### src/rtl/pi_req_queue_if.sv
// rtl/pi_req_queue_if.sv - upstream, timing-side and status signals of the Pi request queue
interface pi_req_queue_if #(
   parameter int DEPTH = 4
);
   localparam int LW = $clog2(DEPTH) + 1;

   logic          up_valid_i;
   logic          up_ready_o;
   logic          up_rw_b_i;
   logic [16:0]   up_addr_i;
   logic [7:0]    up_data_i;
   logic          flush_i;
   logic          pi_pending_o;
   logic          pi_rw_b_o;
   logic [16:0]   pi_addr_o;
   logic [7:0]    pi_data_o;
   logic          pi_done_i;
   logic [7:0]    rd_data_i;
   logic          rd_valid_o;
   logic [7:0]    rd_data_o;
   logic [LW-1:0] level_o;
   logic          busy_o;
   logic          err_o;

   modport slave (
      input  up_valid_i, up_rw_b_i, up_addr_i, up_data_i, flush_i, pi_done_i, rd_data_i,
      output up_ready_o, pi_pending_o, pi_rw_b_o, pi_addr_o, pi_data_o,
      output rd_valid_o, rd_data_o, level_o, busy_o, err_o
   );

   modport master (
      output up_valid_i, up_rw_b_i, up_addr_i, up_data_i, flush_i, pi_done_i, rd_data_i,
      input  up_ready_o, pi_pending_o, pi_rw_b_o, pi_addr_o, pi_data_o,
      input  rd_valid_o, rd_data_o, level_o, busy_o, err_o
   );
endinterface

### src/rtl/pi_req_queue.sv
// rtl/pi_req_queue.sv - FIFO of Pi bus requests issued one at a time to the timing sequencer
module pi_req_queue #(
   parameter int DEPTH = 4
) (
   input logic           clk_16_i,
   input logic           reset_ni,
   pi_req_queue_if.slave bus
);
   localparam int AW = $clog2(DEPTH);

   typedef enum logic [1:0] {IDLE, ISSUE, GAP} state_t;

   state_t      state;
   logic [25:0] mem [DEPTH];
   logic [AW:0] wr_ptr;
   logic [AW:0] rd_ptr;
   logic [AW:0] level;
   logic        empty;
   logic        full;
   logic        push;
   logic        pop;
   logic [25:0] head;

   assign level = wr_ptr - rd_ptr;
   assign empty = (wr_ptr == rd_ptr);
   assign full  = (wr_ptr[AW] != rd_ptr[AW]) && (wr_ptr[AW-1:0] == rd_ptr[AW-1:0]);
   // A flush wins over both a same-cycle push and a same-cycle pop.
   assign push  = bus.up_valid_i && !full && !bus.flush_i;
   assign pop   = (state == IDLE) && !empty && !bus.flush_i;
   assign head  = mem[rd_ptr[AW-1:0]];

   assign bus.up_ready_o = !full;
   assign bus.level_o    = level;
   assign bus.busy_o     = (level != '0) || (state != IDLE);

   always_ff @(posedge clk_16_i) begin
      if (push) begin
         mem[wr_ptr[AW-1:0]] <= {bus.up_rw_b_i, bus.up_addr_i, bus.up_data_i};
      end
   end

   always_ff @(posedge clk_16_i or negedge reset_ni) begin
      if (!reset_ni) begin
         wr_ptr <= '0;
         rd_ptr <= '0;
      end else begin
         if (push) begin
            wr_ptr <= wr_ptr + 1'b1;
         end
         if (bus.flush_i) begin
            rd_ptr <= wr_ptr;
         end else if (pop) begin
            rd_ptr <= rd_ptr + 1'b1;
         end
      end
   end

   always_ff @(posedge clk_16_i or negedge reset_ni) begin
      if (!reset_ni) begin
         state            <= IDLE;
         bus.pi_pending_o <= 1'b0;
         bus.pi_rw_b_o    <= 1'b1;
         bus.pi_addr_o    <= '0;
         bus.pi_data_o    <= '0;
         bus.rd_valid_o   <= 1'b0;
         bus.rd_data_o    <= '0;
         bus.err_o        <= 1'b0;
      end else begin
         bus.rd_valid_o <= 1'b0;
         case (state)
            IDLE: begin
               if (bus.pi_done_i) begin
                  bus.err_o <= 1'b1;
               end
               if (pop) begin
                  bus.pi_rw_b_o    <= head[25];
                  bus.pi_addr_o    <= head[24:8];
                  bus.pi_data_o    <= head[7:0];
                  bus.pi_pending_o <= 1'b1;
                  state            <= ISSUE;
               end
            end
            ISSUE: begin
               if (bus.pi_done_i) begin
                  bus.pi_pending_o <= 1'b0;
                  if (bus.pi_rw_b_o) begin
                     bus.rd_data_o  <= bus.rd_data_i;
                     bus.rd_valid_o <= 1'b1;
                  end
                  state <= GAP;
               end
            end
            GAP: begin
               // One low cycle of pending so the timing block sees a fresh edge per request.
               if (bus.pi_done_i) begin
                  bus.err_o <= 1'b1;
               end
               state <= IDLE;
            end
            default: state <= IDLE;
         endcase
      end
   end
endmodule
### src/flat_wrapper.sv
// flat-port wrapper written by rule: the top's interface ports become plain ports
module pi_req_queue_flat 
#(
   parameter int DEPTH = 4
)
  (clk_16_i, reset_ni, bus_up_valid_i, bus_up_rw_b_i, bus_up_addr_i, bus_up_data_i, bus_flush_i, bus_pi_done_i, bus_rd_data_i, bus_up_ready_o, bus_pi_pending_o, bus_pi_rw_b_o, bus_pi_addr_o, bus_pi_data_o, bus_rd_valid_o, bus_rd_data_o, bus_level_o, bus_busy_o, bus_err_o);
  pi_req_queue_if #(.DEPTH(DEPTH)) bus_i ();
  input logic clk_16_i;
  input logic reset_ni;
  input wire logic [$bits(bus_i.up_valid_i)-1:0] bus_up_valid_i;
  input wire logic [$bits(bus_i.up_rw_b_i)-1:0] bus_up_rw_b_i;
  input wire logic [$bits(bus_i.up_addr_i)-1:0] bus_up_addr_i;
  input wire logic [$bits(bus_i.up_data_i)-1:0] bus_up_data_i;
  input wire logic [$bits(bus_i.flush_i)-1:0] bus_flush_i;
  input wire logic [$bits(bus_i.pi_done_i)-1:0] bus_pi_done_i;
  input wire logic [$bits(bus_i.rd_data_i)-1:0] bus_rd_data_i;
  output wire logic [$bits(bus_i.up_ready_o)-1:0] bus_up_ready_o;
  output wire logic [$bits(bus_i.pi_pending_o)-1:0] bus_pi_pending_o;
  output wire logic [$bits(bus_i.pi_rw_b_o)-1:0] bus_pi_rw_b_o;
  output wire logic [$bits(bus_i.pi_addr_o)-1:0] bus_pi_addr_o;
  output wire logic [$bits(bus_i.pi_data_o)-1:0] bus_pi_data_o;
  output wire logic [$bits(bus_i.rd_valid_o)-1:0] bus_rd_valid_o;
  output wire logic [$bits(bus_i.rd_data_o)-1:0] bus_rd_data_o;
  output wire logic [$bits(bus_i.level_o)-1:0] bus_level_o;
  output wire logic [$bits(bus_i.busy_o)-1:0] bus_busy_o;
  output wire logic [$bits(bus_i.err_o)-1:0] bus_err_o;
  assign bus_i.up_valid_i = bus_up_valid_i;
  assign bus_i.up_rw_b_i = bus_up_rw_b_i;
  assign bus_i.up_addr_i = bus_up_addr_i;
  assign bus_i.up_data_i = bus_up_data_i;
  assign bus_i.flush_i = bus_flush_i;
  assign bus_i.pi_done_i = bus_pi_done_i;
  assign bus_i.rd_data_i = bus_rd_data_i;
  assign bus_up_ready_o = bus_i.up_ready_o;
  assign bus_pi_pending_o = bus_i.pi_pending_o;
  assign bus_pi_rw_b_o = bus_i.pi_rw_b_o;
  assign bus_pi_addr_o = bus_i.pi_addr_o;
  assign bus_pi_data_o = bus_i.pi_data_o;
  assign bus_rd_valid_o = bus_i.rd_valid_o;
  assign bus_rd_data_o = bus_i.rd_data_o;
  assign bus_level_o = bus_i.level_o;
  assign bus_busy_o = bus_i.busy_o;
  assign bus_err_o = bus_i.err_o;
  pi_req_queue #(.DEPTH(DEPTH)) u_core (.clk_16_i(clk_16_i), .reset_ni(reset_ni), .bus(bus_i));
endmodule
### config.mk
export PLATFORM = sky130hd
export DESIGN_NAME = pi_req_queue_flat
export DESIGN_NICKNAME = d
export VERILOG_FILES = /design/src/rtl/pi_req_queue_if.sv /design/src/rtl/pi_req_queue.sv /design/src/flat_wrapper.sv
export SDC_FILE = /design/constraint.sdc
export NUM_CORES = 1
export LEC_CHECK = 0
export CAP_MARGIN = 0
export CORE_MARGIN = 2
export CORE_UTILIZATION = 50
export CTS_BUF_LIST = sky130_fd_sc_hd__clkbuf_4
export CTS_CLUSTER_DIAMETER = 150
export DETAILED_ROUTE_END_ITERATION = 8
export PLACE_DENSITY = 0.77
export SYNTH_ARGS = -nofsm -noshare
export SYNTH_HDL_FRONTEND = slang
export SYNTH_SLANG_ARGS = --single-unit
### constraint.sdc
create_clock -name clk_16_i -period 4.6 [get_ports clk_16_i]
set_input_delay 0.92 -clock clk_16_i [delete_from_list [all_inputs] [get_ports clk_16_i]]
set_output_delay 0.92 -clock clk_16_i [all_outputs]
set_load 0.005 [all_outputs]
==> results of run 1 <==
[cells by family after synthesis]
logic type      after synthesis
simple gates                 26
flops                       149
compound gates               12
fa+ha+maj                     8
xor+xnor                      5
mux                          61
buf+inv                      18
[area by class of cell]
cell class              instances  area, sq um  share of cell area
clock buffers                  19        142.6             0.02031
clock inverters                13        158.9             0.02263
inverters                       9        33.78            0.004811
multi-input cells             112         1400              0.1994
flip-flops and latches        149         4252              0.6055
well taps                     143        178.9             0.02548
repair buffers                 88        855.8              0.1219
[power by group through the flow]
stage / registers (uW) / clock network (uW) / logic [uW]
after detailed placement: 1930 / 0 / 1610
after global routing: 1930 / 911 / 1720
after CTS: 1900 / 851 / 1620
after floorplan: 1930 / 0 / 920
after global placement: 1920 / 0 / 1590
final: 1900 / 824 / 1580
[Yosys cell counts (2+ instances only)]
cell type | instances | area (sq um)
mux2_2 | 34 | 382.9
nand2b_1 | 3 | 18.77
and2_1 | 3 | 18.77
nor3_1 | 3 | 15.01
buf_2 | 3 | 15.01
clkbuf_1 | 3 | 11.26
mux4_2 | 26 | 585.6
edfxtp_1 | 104 | 3123
nand2_1 | 6 | 22.52
or2_2 | 2 | 12.51
inv_1 | 9 | 33.78
nor2_1 | 2 | 7.510
dfrtp_1 | 44 | 1101
or3_1 | 2 | 12.51
xnor2_1 | 3 | 26.28
buf_6 | 2 | 22.52
ha_1 | 7 | 87.58
[cells in the final DEF (no fill, tap or decap), types with 2 or more instances in the layout]
master | Yosys | final
dfrtp_1 | 44 | 43
xnor2_1 | 3 | 3
buf_4 | 0 | 8
clkinv_2 | 0 | 2
or3_1 | 2 | 2
nand2b_1 | 3 | 3
nor3_1 | 3 | 3
mux4_2 | 26 | 26
inv_1 | 9 | 9
bufinv_16 | 0 | 3
nand2_1 | 6 | 6
clkinv_4 | 0 | 4
edfxtp_1 | 104 | 104
or2_2 | 2 | 2
nor2_1 | 2 | 2
ha_1 | 7 | 7
clkbuf_4 | 0 | 19
and2_1 | 3 | 3
a211oi_4 | 1 | 2
clkdlybuf4s50_1 | 0 | 79
clkinv_1 | 0 | 2
mux2_2 | 34 | 34
[through the flow]
step	power, uW	utilization
floorplan	2846	-
global placement	3503	0.5962
detailed placement	3540	0.5962
CTS	4369	0.6229
global route	4563	0.6229
finish	4305	0.6229
[worst register-to-register path, delay by kind of cell, from the launching register on]
| kind | cells | cell delay (ns) |
|---|---|---|
| and+or+nand+nor | 1 | 0.30 |
| muxes | 1 | 0.36 |
| adders and majority gates | 1 | 0.35 |
| buffers and inverters | 3 | 0.90 |
| DFF | 1 | 0.34 |
| AOI/OAI and AO/OA | 1 | 0.75 |
[flip-flops by register name, indices dropped and copies added, names as in the netlist]
name	flops
u_core.bus.err_o	1
u_core.bus.pi_addr_o	17
u_core.bus.pi_data_o	8
u_core.bus.pi_pending_o	1
u_core.bus.pi_rw_b_o	1
u_core.bus.rd_data_o	8
u_core.bus.rd_valid_o	1
u_core.mem	104
u_core.rd_ptr	3
u_core.state	2
u_core.wr_ptr	3
[routing by layer]
metal / vias up / global-route usage / wire [um]
li1: 1292 / - / -
met1: 1389 / 0.2183 / 4149
met2: 78 / 0.2650 / 4699
met3: 14 / 0.05085 / 501
met4: 0 / 0.06500 / 156
met5: - / 0 / 0
[worst paths after layout]
path	startpoint	endpoint	slack, ns	cells after the start
max	u_core.rd_ptr[1]	bus_busy_o	0.79	6
min	u_core.bus.err_o	u_core.bus.err_o	0.47	1
max reg2reg	u_core.rd_ptr[1]	u_core.bus.pi_data_o[0]	1.48	7
min reg2reg	u_core.bus.err_o	u_core.bus.err_o	0.47	1
max in group asynchronous	reset_ni	u_core.rd_ptr[0]	3.67	2
min in group asynchronous	reset_ni	u_core.bus.pi_addr_o[8]	0.49	2
==> Implementation_results.wiki, run 1 <==
{| class="wikitable"
! Metric !! Value
|-
| Result of the run || finished clean
|-
| List of cells traversed by the critical path || buf_4 -> inv_1 -> fa_1 -> xnor2_1 -> or4_1 -> clkdlybuf4s50_1
|-
| Post-synthesis share of cell area spent on xor and xnor gates || 0.008962
|-
| Number of fill cells || between 800 and 900
|-
| Post-Syn Instances || around 280
|-
| Share of total power in the clock network || 0.191
|-
| Count of buffers inserted at the top-level ports || 80
|-
| # diodes || 0
|-
| Relative slew slack || 0.4855
|-
| Number of flops mapped to enable cells by yosys || between 100 and 150
|-
| Portion of the post-synthesis area used by sequential elements || 0.7425
|-
| Number of buffers inserted to repair setup after CTS || 0
|-
| Hold/Removal Path Class || reg2reg
|-
| Slowest Stage Delay on Critical Path || approximately 0.48 ns
|-
| Switch share || 0.2853
|-
| Multiplexer area fraction after synthesis || 0.1711
|-
| Highest achievable clock rate || 0.2623 GHz
|-
| Core Footprint || 11270 sq um
|-
| Combinational family with the most area after synthesis || multiplexers
|-
| Clock transition at the register clock pins on the worst setup and hold paths after CTS || around 0.12 ns
|-
| Pwr per Cell Area || roughly 600 nW/um^2
|-
| Max capacitance violation total || 0
|-
| Placed instance count || approximately 500
|-
| Via density || about 5.2
|-
| Critical-path maximum fanout || 29
|-
| Worst Hold Slack || 0.4736 ns
|-
| Worst Tran Pin Value || between 0.7 and 0.8 ns
|-
| Combinational group share of total power || 0.368
|-
| Floorplan die width || 111.0 um
|-
| Final nets || ~420
|-
| Number of gates resized after cts || 0
|-
| Dominant synthesized flop cell || edfxtp_1
|-
| Crit path max-delay cell type || or4_1
|-
| Maximum ir drop on the vdd rail || between 0.0002 and 0.0003 V
|-
| CTS sink count || 149
|-
| Sum Neg Setup Slack || 0 ns
|-
| Number of I/O pins || 81
|-
| Non-filler instance count after layout || ~530
|-
| Die extent in y || 111.0 um
|-
| Share of layout cells above drive strength 1 || 0.2744
|-
| Compound-cell area share of the yosys netlist || 0.01836
|-
| Total placed instance area || slightly below 7000 sq um
|-
| Synth Warn # || 0
|-
| Synth Area in Adders || 0.01880
|-
| Cell Rows || 39
|-
| RSZ-0062 raised after global routing || no
|-
| Time the final worst path needs with I/O delays and setup || around 3.8 ns
|-
| Share of synthesized cell area in and, or, nand and nor gates || 0.02514
|-
| Net switching power figure || between 1000 and 1500 uW
|-
| Tcrit/Tclk final || 0.8287
|-
| Class of the most critical setup path || reg2out
|-
| Overflow left after global routing || 0
|-
| H-tree lvl count || 4
|-
| Final-report max-slew violation count || 0
|-
| Total Routed Length || between 9000 and 10000 um
|-
| Internal power || approximately 3100 uW
|-
| Placer Congestion || roughly 0.75
|-
| Half-perimeter wire length after detailed placement || roughly 6000 um
|-
| Number of global-route vias before repair || 2976
|-
| CTS Hold Bufs || 0
|-
| Family with the most delay on the worst path || buffers and inverters
|-
| Post-detailed-route wirelength per cell || around 18 um
|-
| Final routed DRC violation total || 0
|-
| DR iter-0 viols || around 120
|-
| Post-synthesis instance area || ~5700 sq um
|-
| Starting Density || 0.5078
|-
| Worst setup slack after placement || approximately 1.2 ns
|-
| Flip-flop and latch count after synthesis || approximately 150
|-
| Number of unique standard cell types used by synthesis || 40
|-
| Type of element capturing the critical path || output port
|-
| Detail Route Antenna Nets || 0
|-
| Setup WS post-layout || ~0.79 ns
|-
| Largest net degree at the start of global routing || 46
|-
| Drt pass-1 iters || 4
|-
| Startpoint kind of the worst setup timing path || flop
|-
| Root buffer cell || clkbuf_4
|-
| Sequential share of power || 0.441
|-
| Clock latency of the later-clocked register in the worst-skew pair || between 0.5 and 0.6 ns
|-
| Number of buffer and inverter instances along the worst setup path || 3
|-
| Wire length of the first global-routing pass || between 15000 and 20000 um
|-
| Leak || 0.002509 uW
|-
| Full die area || around 12000 sq um
|-
| Final setup violating endpoints || 0
|-
| Data arrival time at the worst-slack endpoint || 2.89 ns
|-
| Worst Clk Skew || 0.02034 ns
|-
| Total count of hold-check failures in the final report || 0
|-
| Via count || between 2000 and 3000
|-
| Maximum clock path buffer count || 2
|-
| Share of flip-flops with an asynchronous set or reset || 0.3020
|-
| Post-synthesis net count || 326
|-
| CTS tree || yes
|-
| Total global-route track usage || 0.1666
|-
| Post-Synthesis Mean Instance Area || around 20 sq um
|-
| Initial antenna violation count || 0
|-
| Area growth from synthesis to layout || 22.67%
|-
| Final cell area excluding filler cells || 7022 sq um
|-
| Req. time, crit path || 3.68 ns
|-
| Inserted Clock Buffers || 17
|}
Power figures use the tool's default switching activity.
==> inputs of run 2 (changes only) <==
- PLACE_DENSITY: 0.77 -> 0.74
- clock period: 4.6 -> 3.6 ns (I/O delays scaled with it)
==> run 2 against run 1 <==
Utilization grew 0.43 points; via count rose by 2.9%; sequential power increased by 27%; largest power group unchanged.
==> Implementation_results.wiki, run 2 (synthesis results as in run 1) <==
{| class="wikitable"
! Metric !! Value
|-
| Result of the run || finished clean
|-
| Detail Route Antenna Nets || 0 (unchanged)
|-
| Clock transition at the register clock pins on the worst setup and hold paths after CTS || 0.12 ns (about the same)
|-
| Data arrival time at the worst-slack endpoint || 2.68 ns (-0.21 ns)
|-
| Cell Rows || 39 (unchanged)
|-
| CTS sink count || 149 (unchanged)
|-
| Full die area || 12320 sq um (unchanged)
|-
| Req. time, crit path || 2.88 ns (-0.80 ns)
|-
| Drt pass-1 iters || 4 (unchanged)
|-
| CTS tree || yes
|-
| Worst Clk Skew || 0.01457 ns (-0.005772 ns)
|-
| Number of I/O pins || 81 (unchanged)
|-
| Total placed instance area || 6755 sq um (+0.52%)
|-
| Final setup violating endpoints || 0 (unchanged)
|-
| Number of fill cells || 837 (+3.8%)
|-
| Wire length of the first global-routing pass || 15970 um (+3.4%)
|-
| H-tree lvl count || 4 (unchanged)
|-
| Number of global-route vias before repair || 3095 (+4.0%)
|-
| Share of layout cells above drive strength 1 || 0.2799 (+0.005539)
|-
| Number of flip-flops in the largest register || 104 (unchanged)
|-
| Clock latency of the later-clocked register in the worst-skew pair || 0.50 ns (about the same)
|-
| Maximum clock path buffer count || 2 (unchanged)
|-
| Inserted Clock Buffers || 17 (unchanged)
|-
| Class of the most critical setup path || reg2out
|-
| Type of element capturing the critical path || output port
|-
| Max capacitance violation total || 0 (unchanged)
|-
| Number of buffers inserted to repair setup after CTS || 0 (unchanged)
|-
| CTS Hold Bufs || 0 (unchanged)
|-
| Sum Neg Setup Slack || 0 ns (unchanged)
|-
| RSZ-0062 raised after global routing || no
|-
| Final nets || 427 (+0.71%)
|-
| Overflow left after global routing || 0 (unchanged)
|-
| Depth of the worst register-to-register path || 6 (-1)
|-
| Total global-route track usage || 0.1725 (+0.005889)
|-
| Final routed DRC violation total || 0 (unchanged)
|-
| Pwr per Cell Area || 791.0 nW/um^2 (+29%)
|-
| Area growth from synthesis to layout || 23.52%
|-
| Largest net degree at the start of global routing || 34 (-26%)
|-
| Via density || 5.313 (+2.1%)
|-
| Number of gates resized after cts || 0 (unchanged)
|-
| Hold/Removal Path Class || in2async
|-
| Post-detailed-route wirelength per cell || 18.24 um (+2.3%)
|-
| Most frequent standard cell in the layout excluding fill and tap cells || edfxtp_1
|-
| Total Routed Length || 9794 um (+3.0%)
|-
| DR iter-0 viols || 126 (+7.7%)
|-
| Final-report max-slew violation count || 0 (unchanged)
|-
| Die extent in y || 111.0 um (unchanged)
|-
| Final cell area excluding filler cells || 7071 sq um (+0.69%)
|-
| Tcrit/Tclk final || 0.9450
|-
| Via count || 2853 (+2.9%)
|-
| Critical-path maximum fanout || 4 (-86%)
|-
| Count of buffers inserted at the top-level ports || 80 (unchanged)
|-
| Root buffer cell || clkbuf_4
|-
| Highest achievable clock rate || between 0.2 and 0.3 GHz
|-
| Core Footprint || 11270 sq um (unchanged)
|-
| Total count of hold-check failures in the final report || 0 (unchanged)
|-
| Startpoint kind of the worst setup timing path || flop
|-
| Relative slew slack || 0.5000 (+0.01451)
|-
| Starting Density || 0.5078 (unchanged)
|-
| Initial antenna violation count || 1 (+1)
|-
| Worst Tran Pin Value || 0.7500 ns (-0.01930 ns)
|-
| Floorplan die width || 111.0 um (unchanged)
|-
| Half-perimeter wire length after detailed placement || 6104 um (+0.16%)
|-
| Leading cell types in the layout, fill and taps excluded || 104 x edfxtp_1, 79 x clkdlybuf4s50_1, 43 x dfrtp_1, 34 x mux2_2, 26 x mux4_2
|-
| Maximum ir drop on the vdd rail || 0.0003574 V (+26%)
|-
| Leak || 0.002535 uW (+1.0%)
|-
| Placer Congestion || 0.7905 (+5.9%)
|-
| Time the final worst path needs with I/O delays and setup || ~3.4 ns
|}
## run 2: power breakdown
group          internal [uW]  leakage, uW  total [uW]  switching [uW]
Clock                    566     0.000169        1110             541
Sequential              2250      0.00147        2420             177
Combinational           1210     0.000893        2060             856
Total                   4020      0.00253        5590            1570
## run 2: worst max-delay path, cell delays in order (launching register included)
cell,delay [ns]
dfrtp_1,0.44
inv_2,0.11
ha_1,0.15
inv_1,0.05
fa_1,0.37
xnor2_1,0.15
or4_1,0.47
clkdlybuf4s50_1,0.46
## run 2: path summary, 6_finish.rpt
kind                                                end              from  slack, ns
worst max-delay path                         bus_busy_o  u_core.wr_ptr[0]       0.20
worst min register to register         u_core.bus.err_o  u_core.bus.err_o       0.48
min in group clk_16_i                  u_core.bus.err_o  u_core.bus.err_o       0.48
max in group asynchronous       u_core.bus.pi_data_o[3]          reset_ni       2.61
worst min-delay path            u_core.bus.pi_addr_o[0]          reset_ni       0.26
worst max register to register  u_core.bus.pi_data_o[3]  u_core.wr_ptr[0]       1.02
## run 2: stage by stage
| stage | setup WS (ns) | utilization | hold slack (ns) | cells | total power [uW] |
|---|---|---|---|---|---|
| after floorplan | 0.2210 | - | 0.4244 | 279 | 3641 |
| after global placement | 0.7168 | 0.5993 | 0.4520 | 504 | 4510 |
| after detailed placement | 0.6859 | 0.5993 | 0.4533 | 504 | 4562 |
| after CTS | 0.08215 | 0.6270 | 0.2403 | 536 | 5674 |
| after global routing | 0.006863 | 0.6273 | 0.2810 | 537 | 5927 |
| final | 0.1980 | 0.6273 | 0.2649 | 537 | 5593 |
## run 2: routing by layer
layer | vias to the layer above | global-route usage | part of all wire
li1 | 1297 | - | -
met1 | 1466 | 0.2149 | 0.43
met2 | 76 | 0.2912 | 0.51
met3 | 14 | 0.04265 | 0.038
met4 | 0 | 0.07167 | 0.016
met5 | - | 0 | 0
## run 2: cell type report
class / instances / area (sq um) / area share
sequential: 149 / 4252 / 0.6013
multi-input combinational: 112 / 1400 / 0.1980
clock buffer: 20 / 150.1 / 0.02124
tap: 143 / 178.9 / 0.02531
inverter: 9 / 33.78 / 0.004778
timing repair buffer: 91 / 890.9 / 0.1260
antenna: 1 / 2.502 / 0.0003539
clock inverter: 12 / 162.7 / 0.02300
